### config.mk
export PLATFORM = sky130hd
export DESIGN_NAME = apb_master_engine
export DESIGN_NICKNAME = d
export VERILOG_FILES = /design/src/rtl/apb_master_engine.sv
export SDC_FILE = /design/constraint.sdc
export NUM_CORES = 1
export LEC_CHECK = 0
export CAP_MARGIN = 40
export CORE_MARGIN = 1.5
export CORE_UTILIZATION = 40
export DETAILED_ROUTE_END_ITERATION = 16
export HOLD_SLACK_MARGIN = 0.03
export PLACE_DENSITY_LB_ADDON = 0.08
export SYNTH_ARGS = -nofsm -noshare
export SYNTH_HDL_FRONTEND = slang
export SYNTH_SLANG_ARGS = --single-unit
### constraint.sdc
create_clock -name PCLK -period 3.2 [get_ports PCLK]
set_input_delay 0.64 -clock PCLK [delete_from_list [all_inputs] [get_ports PCLK]]
set_output_delay 0.64 -clock PCLK [all_outputs]
set_load 0.05 [all_outputs]
### src/rtl/apb_master_engine.sv
// APB3 initiator: turns a single-outstanding command/response handshake into
// SETUP/ACCESS bus cycles, with PREADY wait states, PSLVERR and an optional timeout.
module apb_master_engine #(
  parameter int ADDR_WIDTH     = 8,
  parameter int DATA_WIDTH     = 32,
  parameter int TIMEOUT_CYCLES = 16
) (
  input  logic                  PCLK,
  input  logic                  PRESETN,
  input  logic                  cmd_valid,
  output logic                  cmd_ready,
  input  logic                  cmd_write,
  input  logic [ADDR_WIDTH-1:0] cmd_addr,
  input  logic [DATA_WIDTH-1:0] cmd_wdata,
  output logic                  rsp_valid,
  output logic [DATA_WIDTH-1:0] rsp_rdata,
  output logic                  rsp_err,
  output logic                  rsp_timeout,
  output logic                  PSEL,
  output logic                  PENABLE,
  output logic                  PWRITE,
  output logic [ADDR_WIDTH-1:0] PADDR,
  output logic [DATA_WIDTH-1:0] PWDATA,
  input  logic [DATA_WIDTH-1:0] PRDATA,
  input  logic                  PREADY,
  input  logic                  PSLVERR
);

  localparam int CW = (TIMEOUT_CYCLES > 0) ? $clog2(TIMEOUT_CYCLES + 1) : 1;
  // Counter value held during the last permitted PREADY-low cycle; the abort
  // is decided on that cycle so ACCESS lasts exactly TIMEOUT_CYCLES cycles.
  localparam logic [CW-1:0] TO_LAST = CW'((TIMEOUT_CYCLES > 0) ? TIMEOUT_CYCLES - 1 : 0);

  typedef enum logic [1:0] {IDLE, SETUP, ACCESS, RESP} state_t;

  state_t        state;
  logic [CW-1:0] wait_cnt;
  logic          to_hit;

  assign to_hit = (TIMEOUT_CYCLES != 0) && (wait_cnt == TO_LAST);

  always_ff @(posedge PCLK or negedge PRESETN) begin
    if (!PRESETN) begin
      state       <= IDLE;
      cmd_ready   <= 1'b1;
      rsp_valid   <= 1'b0;
      rsp_rdata   <= '0;
      rsp_err     <= 1'b0;
      rsp_timeout <= 1'b0;
      PSEL        <= 1'b0;
      PENABLE     <= 1'b0;
      PWRITE      <= 1'b0;
      PADDR       <= '0;
      PWDATA      <= '0;
      wait_cnt    <= '0;
    end else begin
      case (state)
        IDLE: begin
          if (cmd_valid) begin
            cmd_ready <= 1'b0;
            PSEL      <= 1'b1;
            PWRITE    <= cmd_write;
            PADDR     <= cmd_addr;
            PWDATA    <= cmd_wdata;
            wait_cnt  <= '0;
            state     <= SETUP;
          end
        end
        SETUP: begin
          PENABLE <= 1'b1;
          state   <= ACCESS;
        end
        ACCESS: begin
          if (PREADY) begin
            rsp_rdata   <= PWRITE ? '0 : PRDATA;
            rsp_err     <= PSLVERR;
            rsp_timeout <= 1'b0;
            rsp_valid   <= 1'b1;
            PSEL        <= 1'b0;
            PENABLE     <= 1'b0;
            state       <= RESP;
          end else begin
            if (wait_cnt != '1) wait_cnt <= wait_cnt + 1'b1;
            if (to_hit) begin
              rsp_rdata   <= '0;
              rsp_err     <= 1'b1;
              rsp_timeout <= 1'b1;
              rsp_valid   <= 1'b1;
              PSEL        <= 1'b0;
              PENABLE     <= 1'b0;
              state       <= RESP;
            end
          end
        end
        RESP: begin
          rsp_valid <= 1'b0;
          cmd_ready <= 1'b1;
          state     <= IDLE;
        end
        default: state <= IDLE;
      endcase
    end
  end

endmodule

==> results of run 1 <==
==> cells in the final DEF, fill, tap and decap left out, types with 4 or more instances in the layout <==
cell type        Yosys  layout
clkbuf_8             0       9
dfrtp_1             85      85
o21ai_1              5       5
mux2_2              41      41
o21ai_0             38      37
ha_1                 6       6
a21oi_1              7       7
nand2_1             67      66
clkdlybuf4s50_1      0     155
inv_1                7       7
clkinv_2             0       4
==> area by class of cell <==
class,instances,area [sq um],area share
Tap cell,105,131,0.0248
Clock buffer,10,128,0.0241
Inverter,7,26.3,0.00496
Multi-Input combinational cell,187,1210,0.228
Sequential cell,86,2150,0.406
Timing Repair Buffer,160,1620,0.306
Clock inverter,5,27.5,0.00520
==> stage by stage <==
step	cell area, sq um	hold WS [ps]
after CTS	5300	304
final	5300	284
after global placement	5110	462
after detailed placement	5140	471
after global routing	5300	318
after floorplan	3450	344
==> registers in the layout, indices dropped and copies added, names as in the netlist <==
| signal | cells |
|---|---|
| PWRITE | 1 |
| PWDATA | 32 |
| rsp_rdata | 32 |
| state | 2 |
| rsp_err | 1 |
| rsp_timeout | 1 |
| PADDR | 8 |
| PENABLE | 1 |
| rsp_valid | 1 |
| cmd_ready | 1 |
| wait_cnt | 5 |
| PSEL | 1 |
==> metal layers <==
layer  wire length (um)  vias to the layer above
met5                  0                        -
met1               3220                     1251
met3                700                       10
li1                   -                     1297
met2               3870                       93
met4                134                        0
==> worst paths after layout <==
kind | slack [ps] | end
max | 850 | cmd_ready
min | 280 | rsp_rdata[18]$_DFFE_PN0P_
max reg2reg | 1010 | wait_cnt[3]$_DFFE_PN0P_
min reg2reg | 480 | rsp_rdata[15]$_DFFE_PN0P_
max in group asynchronous | 2300 | PWDATA[29]$_DFFE_PN0P_
min in group PCLK | 480 | rsp_rdata[15]$_DFFE_PN0P_
==> logic make-up (layout without fill, tap and decap cells) <==
logic type / after synthesis / in the layout
AO/OA/AOI/OAI: 56 / 56
adder cells (fa/ha/maj): 6 / 6
AND/OR/NAND/NOR: 81 / 81
multiplexers: 44 / 44
flip-flops: 86 / 86
buffers and inverters: 23 / 182
==> power groups by stage <==
stage / Sequential (uW) / Combinational [uW] / Clock, uW
after global routing: 1940 / 3980 / 703
after global placement: 1870 / 3760 / 0
after detailed placement: 1900 / 3810 / 0
after CTS: 1880 / 3810 / 658
final: 1870 / 3770 / 629
after floorplan: 3570 / 793 / 0
==> impl_metrics.tcl, run 1 <==
set metrics [dict create \
    synth_cells 296 \
    cts_setup_buffers 0 \
    cts.sinks 86 \
    first_iter_violations 45 \
    cts_made_buffers 9 \
    tns_ps 0 \
    finalPower_uw 6270 \
    gp_congestion 0.698 \
    yosys_warnings 0 \
    die_x_um 95.8 \
    dp_slack_ps 976 \
    r2r_start "state[0]$_DFFE_PN0P_" \
    yosysMostFrequentCell "dfrtp_1" \
    r2r_cells 5 \
    synth_area_sq_um 3450 \
    clockRootBuffer "clkbuf_8" \
    synth_top_area_share 0.617 \
    ir_drop_uv 615 \
    hp-class "input port to async pin" \
    postLayoutSetupSlackWorst_ps 855 \
    synthAdderAreaFrac 0.0218 \
    yosys.area_share.simple 0.0962 \
    ys.flop_type "dfrtp_1" \
    async_reset_ff_frac 1.00 \
    crit_cells 1 \
    grt_max_degree 51 \
    ys_seq_area_frac 0.625 \
    via_count 2651 \
    cp.arrival_ps 1710 \
    numPortBuffers 156 \
    vias_per_cell 4.73 \
    synth-xor-area-share 0 \
    use_met2 0.289 \
    synth.avg_cell_area_sq_um 11.6 \
    muxShareOfSynthArea 0.143 \
    drc 0 \
    power_density_nw_per_um2 1180 \
    fill_cells 690 \
    grt-busiest-layer "met2" \
    run_status "complete, no violations" \
    clock_tree.buffer_depth 2 \
    cp_data_required_time_ps 2560 \
    clk_latency_ps 340 \
    fp.dieH_um 95.8 \
    start_kind "register" \
    synth_top_area_cell "dfrtp_1" \
    die_area_sq_um 9180 \
    core_area_sq_um 8300 \
    synth_nets 380 \
    fin_util 0.638 \
    p_switching_uw 3070 \
    grt_antenna_before_repair 0 \
    critPathMaxFanout 3 \
    cts_resized 0 \
    grt_usage 0.176 \
    worst_slew_pin_slew_ps 642 \
    ys_ff_latch 86 \
    wire_per_inst_um 14.2 \
    path_delay_family "buffers and inverters" \
    grtUsageMet1 0.211 \
    rows 33 \
    leakage_uw 0.00225 \
    nNetsFinal 535 \
    wirelength_um 7920 \
    hold_viol 0 \
    cp_cell_sequence "clkdlybuf4s50_1" \
    synth.distinct_cells 25 \
    crit_buf_inv 1 \
    crit_path_end_kind "primary output" \
    seqPwrFrac 0.299 \
    grt_pass1_vias 2620 \
    synth_top_family_by_area "multiplexers" \
    drt.antenna.violating_nets 0 \
    cts_tree "yes" \
    first_pass_iters 4 \
    grt_first_pass_wirelength_um 12200 \
    drv_slew 0 \
    syn_to_final_growth_pct 53.7 \
    synth.area.top_cells "dfrtp_1 (62%), mux2_2 (13%), nand2_1 (7.3%)" \
    crit_start "cmd_ready$_DFFE_PN1P_" \
    critical_path_class "register to primary output" \
    synth_commonest_cells "dfrtp_1 (85), nand2_1 (67), mux2_2 (41), o21ai_0 (38), buf_2 (10)" \
    path_clk_slew_ps 80 \
    rsz0062_at_grt "false" \
    swShare 0.489 \
    finalCritPeriodShare 0.733 \
    slew_headroom 0.572 \
    post-place-cells 545 \
    synth_edf_count 0 \
    fin_crit_ps 2350 \
    ios 157 \
    diodes 0 \
    finalSetupViolCount 0 \
    overflow 0 \
    clockPowerShare 0.100 \
    worst_clock_skew_ps 6.48 \
    p_int_uw 3210 \
    p_comb_frac 0.601 \
    start_util 0.415 \
    grtUsageMet3 0.0592 \
    h-tree-depth 3 \
    synth_compound_area_frac 0.0857 \
    hold_buffers 0 \
    drive_above_1_share 0.141 \
    finalNonFillerCells 560 \
    slowest_stage "clkdlybuf4s50_1" \
    drv_cap 0 \
    slowest_delay_ps 820 \
    clock.fmax_mhz 426 \
    dp_hpwl_um 5780 \
]
(Power assumes the default switching activity.)
==> inputs of run 2 (changes only) <==
--- a/config.mk
+++ b/config.mk
@@ -7,7 +7,7 @@
 export LEC_CHECK = 0
 export CAP_MARGIN = 40
 export CORE_MARGIN = 1.5
-export CORE_UTILIZATION = 40
+export CORE_UTILIZATION = 37
 export DETAILED_ROUTE_END_ITERATION = 16
 export HOLD_SLACK_MARGIN = 0.03
 export PLACE_DENSITY_LB_ADDON = 0.08
==> constraint.sdc (replaced) <==
create_clock -name PCLK -period 2.1 [get_ports PCLK]
set_input_delay 0.42 -clock PCLK [delete_from_list [all_inputs] [get_ports PCLK]]
set_output_delay 0.42 -clock PCLK [all_outputs]
set_load 0.05 [all_outputs]
==> impl_metrics.tcl, run 2 (synthesis results as in run 1) <==
set metrics [dict create \
    run_status "complete, no violations" \
    swShare 0.471 \
    use_met2 0.281 \
    diodes 0 \
    path_delay_family "buffers and inverters" \
    critPathMaxFanout 3 \
    r2r_start "wait_cnt[0]$_DFFE_PN0P_" \
    fp.dieH_um 99.5 \
    die_area_sq_um 9900 \
    drive_above_1_share 0.152 \
    syn_to_final_growth_pct 58.2 \
    h-tree-depth 3 \
    crit_start "PWRITE$_DFFE_PN0P_" \
    cp_cell_sequence "clkdlybuf4s50_1" \
    cts.sinks 86 \
    gp_congestion 0.733 \
    slew_headroom 0.641 \
    hold_viol 0 \
    clock.fmax_mhz 503 \
    r2r_cells 6 \
    drv_slew 0 \
    rows 35 \
    first_pass_iters 4 \
    grtUsageMet3 0.0443 \
    dp_hpwl_um 5910 \
    grtUsageMet1 0.230 \
    overflow 0 \
    grt_max_degree 66 \
    mostFrequentLayoutCells "clkdlybuf4s50_1 (154), dfrtp_1 (85), nand2_1 (66), mux2_2 (41), o21ai_0 (37)" \
    clockPowerShare 0.141 \
    first_iter_violations 63 \
    finalSetupViolCount 0 \
    finalCritPeriodShare 0.947 \
    hold_buffers 1 \
    nNetsFinal 540 \
    p_int_uw 5340 \
    path_clk_slew_ps 80 \
    cts_setup_buffers 0 \
    crit_buf_inv 1 \
    clockRootBuffer "clkbuf_8" \
    largestRegisters "PWDATA (32), rsp_rdata (32), PADDR (8)" \
    cts_made_buffers 9 \
    ios 157 \
    worst_clock_skew_ps 11.0 \
    drt.antenna.violating_nets 0 \
    cp_data_required_time_ps 1680 \
    numPortBuffers 156 \
    worstHoldStart "rsp_rdata[14]$_DFFE_PN0P_" \
    cts_resized 0 \
    fin_crit_ps 1990 \
    p_comb_frac 0.576 \
    ir_drop_uv 1110 \
    wire_per_inst_um 14.6 \
    p_switching_uw 4750 \
    slowest_delay_ps 830 \
    worst_slew_pin_slew_ps 537 \
    final_common_cell "clkdlybuf4s50_1" \
    dp_slack_ps 190 \
    start_kind "register" \
    critical_path_class "register to primary output" \
    postLayoutSetupSlackWorst_ps 110 \
    slowest_stage "clkdlybuf4s50_1" \
    rsz0062_at_grt "false" \
    finalPower_uw 10100 \
    core_area_sq_um 9150 \
    grt_first_pass_wirelength_um 13600 \
    clk_latency_ps 350 \
    via_count 2707 \
    cts_tree "yes" \
    cp.arrival_ps 1570 \
    clock_tree.buffer_depth 2 \
    crit_path_end_kind "primary output" \
    hold_path_depth 2 \
    vias_per_cell 4.73 \
    wirelength_um 8340 \
    die_x_um 99.5 \
    grt-busiest-layer "met2" \
    start_util 0.376 \
    grt_usage 0.174 \
    tns_ps 0 \
    crit_cells 1 \
    power_density_nw_per_um2 1850 \
    drv_cap 0 \
    drc 0 \
    hp-class "register to register" \
    grt_pass1_vias 2716 \
    leakage_uw 0.00232 \
    grt_antenna_before_repair 0 \
    seqPwrFrac 0.282 \
]
## run 2: through the flow
step / hold slack [ps] / cells / utilization / instance area, sq um
final: 485 / 572 / 0.596 / 5450
after global routing: 508 / 572 / 0.596 / 5450
after CTS: 491 / 572 / 0.596 / 5450
after detailed placement: 347 / 555 / 0.568 / 5190
after global placement: 346 / 555 / 0.568 / 5190
after floorplan: 124 / 296 / - / 3450
## run 2: power groups by stage
stage	clock (uW)	sequential [uW]	combinational, uW
finish	1430	2850	5820
global route	1530	2950	6120
CTS	1470	2860	5880
detailed placement	0	2880	5860
global placement	0	2830	5810
floorplan	0	5440	1210
## run 2: final timing paths
check / endpoint / slack (ps)
min: rsp_rdata[14]$_DFFE_PN0P_ / 480
max: PWRITE / 110
min in group asynchronous: rsp_rdata[23]$_DFFE_PN0P_ / 510
max reg2reg: wait_cnt[3]$_DFFE_PN0P_ / 170
min reg2reg: rsp_rdata[14]$_DFFE_PN0P_ / 480
max in group asynchronous: PWDATA[13]$_DFFE_PN0P_ / 940
## run 2: per-layer routing
layer	up-vias	part of all wire
met5	-	0
li1	1316	-
met2	93	0.48
met4	0	0.014
met1	1287	0.45
met3	11	0.061
## run 2: cell type report
type / count / area, sq um
fillers: 810 / 3700
inverters: 7 / 26.3
clock inverters: 5 / 106
well taps: 111 / 139
multi-input cells: 187 / 1210
clock buffers: 11 / 141
flip-flops and latches: 86 / 2150
repair buffers: 165 / 1680
## run 2: worst reg2reg max path: stages, from the launching register on
cell and delay [ps]:
dfrtp_1 410, ha_1 220, and3_1 200, ha_1 180, o21a_1 230, or4_1 480, a21oi_1 140
==> inputs of run 3 (changes only) <==
--- a/config.mk
+++ b/config.mk
@@ -9,6 +9,7 @@
 export CORE_MARGIN = 1.5
 export CORE_UTILIZATION = 37
 export DETAILED_ROUTE_END_ITERATION = 16
+export GPL_TIMING_DRIVEN = 0
 export HOLD_SLACK_MARGIN = 0.03
 export PLACE_DENSITY_LB_ADDON = 0.08
 export SYNTH_ARGS = -nofsm -noshare
==> impl_metrics.tcl, run 3 (synthesis results as in run 1) <==
set metrics [dict create \
    crit_cells 1 \
    post-route-cell-area_sq_um 5380 \
    critPathMaxFanout 3 \
    diodes 0 \
    core_area_sq_um 9150 \
    worst_clock_skew_ps 9.74 \
    fin_util 0.588 \
    nNetsFinal 549 \
    endpoint "PWRITE" \
    power_density_nw_per_um2 1800 \
    cts.sinks 86 \
    cp_cell_sequence "clkdlybuf4s50_1" \
    hp-class "register to register" \
    drv_cap 0 \
    rows 35 \
    timing.hold.ws_ps 484 \
    slew_headroom 0.637 \
    grt_usage 0.179 \
    fin_crit_ps 2000 \
    dpl_cell_area_sq_um 5170 \
    first_pass_iters 4 \
    clock_tree.buffer_depth 2 \
    start_util 0.376 \
    via_count 2730 \
    r2r_setup_slack_ps 150 \
    worst_slew_pin_slew_ps 542 \
    grt_max_degree 57 \
    grt_antenna_before_repair 0 \
    cp_data_required_time_ps 1680 \
    r2r_start "wait_cnt[0]$_DFFE_PN0P_" \
    cts_tree "yes" \
    finalSetupViolCount 0 \
    numPortBuffers 156 \
    h-tree-depth 3 \
    path_clk_slew_ps 80 \
    crit_start "PWRITE$_DFFE_PN0P_" \
    run_status "complete, no violations" \
    drv_slew 0 \
    drive_above_1_share 0.151 \
    die_area_sq_um 9900 \
    wirelength_um 8330 \
    hold_viol 0 \
    clk_latency_ps 350 \
    clockRootBuffer "clkbuf_8" \
    cts_setup_buffers 0 \
    clock.fmax_mhz 500 \
    leakage_uw 0.00229 \
    worst_r2r_endpoint "wait_cnt[3]$_DFFE_PN0P_" \
    die_x_um 99.5 \
    finalCritPeriodShare 0.952 \
    path_delay_family "buffers and inverters" \
    mostFrequentLayoutCells "clkdlybuf4s50_1 (154), dfrtp_1 (85), nand2_1 (67), mux2_2 (41), o21ai_0 (37)" \
    ios 157 \
    critical_path_class "register to primary output" \
    cp.arrival_ps 1580 \
    grt_pass1_vias 2794 \
    start_kind "register" \
    crit_path_end_kind "primary output" \
    drt.antenna.violating_nets 0 \
    largestRegisters "PWDATA (32), rsp_rdata (32), PADDR (8)" \
    crit_buf_inv 1 \
    dp_hpwl_um 6130 \
    slowest_stage "clkdlybuf4s50_1" \
    fp.dieH_um 99.5 \
    cts_made_buffers 9 \
    rsz0062_at_grt "false" \
    syn_to_final_growth_pct 56.2 \
    drc 0 \
    overflow 0 \
    ir_drop_uv 853 \
    gp_congestion 0.737 \
    r2r_cells 6 \
    grt_first_pass_wirelength_um 13900 \
    wire_per_inst_um 14.3 \
    vias_per_cell 4.70 \
    first_iter_violations 77 \
    slowest_delay_ps 830 \
    final_common_cell "clkdlybuf4s50_1" \
]
## run 3: cell types whose count changed in the layout (fill, tap and decap cells not counted), sizes merged
cell	before	now
clkinvlp	1	3
clkbuf	11	22
buf	10	8
bufinv	3	0
dlygate4sd2	0	1
## run 3: where the power goes
group          switching (uW)  internal (uW)  total, uW
clock network             595            498       1090
logic                    3750           2040       5790
registers                 388           2440       2830
total                    4730           4980       9710
## run 3: worst min path at each step
stage                                from                        end  slack [ps]  depth (start not counted)
global placement    cmd_ready$_DFFE_PN1P_      cmd_ready$_DFFE_PN1P_         460                          2
floorplan                         PRESETN       PADDR[0]$_DFFE_PN0P_         120                          0
CTS                 cmd_ready$_DFFE_PN1P_      cmd_ready$_DFFE_PN1P_         490                          2
finish              cmd_ready$_DFFE_PN1P_      cmd_ready$_DFFE_PN1P_         480                          2
detailed placement                PRESETN  rsp_rdata[23]$_DFFE_PN0P_         390                          1
global route        cmd_ready$_DFFE_PN1P_      cmd_ready$_DFFE_PN1P_         510                          2
## run 3: repair_timing
item / CTS / global route
gates cloned: 0 / 0
resized for setup: 3 / 5
hold endpoints to repair: 30 / 0
setup endpoints to repair: 34 / 33
hold buffers: 1 / 0
## run 3: stage by stage
step | TNS, ps | std cells | setup WS [ps] | total power, uW
floorplan | 0 | 296 | 237 | 6650
global placement | -231720 | 563 | -2710 | 8620
detailed placement | -1700 | 564 | -188 | 8690
CTS | 0 | 581 | 31.0 | 9810
global route | 0 | 581 | 7.82 | 10300
finish | 0 | 581 | 101 | 9710
## run 3: final cells by class
type / count / area [sq um]
multi-input combinational: 187 / 1200
tap: 111 / 139
timing repair buffer: 158 / 1600
clock inverter: 4 / 31.3
buffer: 16 / 83.8
clock buffer: 12 / 155
sequential: 86 / 2150
fill: 773 / 3770
inverter: 7 / 26.3
## run 3: routing by layer
| layer | vias up | track usage | part of all wire |
|---|---|---|---|
| met2 | 96 | 0.286 | 0.47 |
| li1 | 1331 | - | - |
| met4 | 0 | 0.0553 | 0.0098 |
| met3 | 8 | 0.0548 | 0.067 |
| met5 | - | 0 | 0 |
| met1 | 1295 | 0.236 | 0.45 |
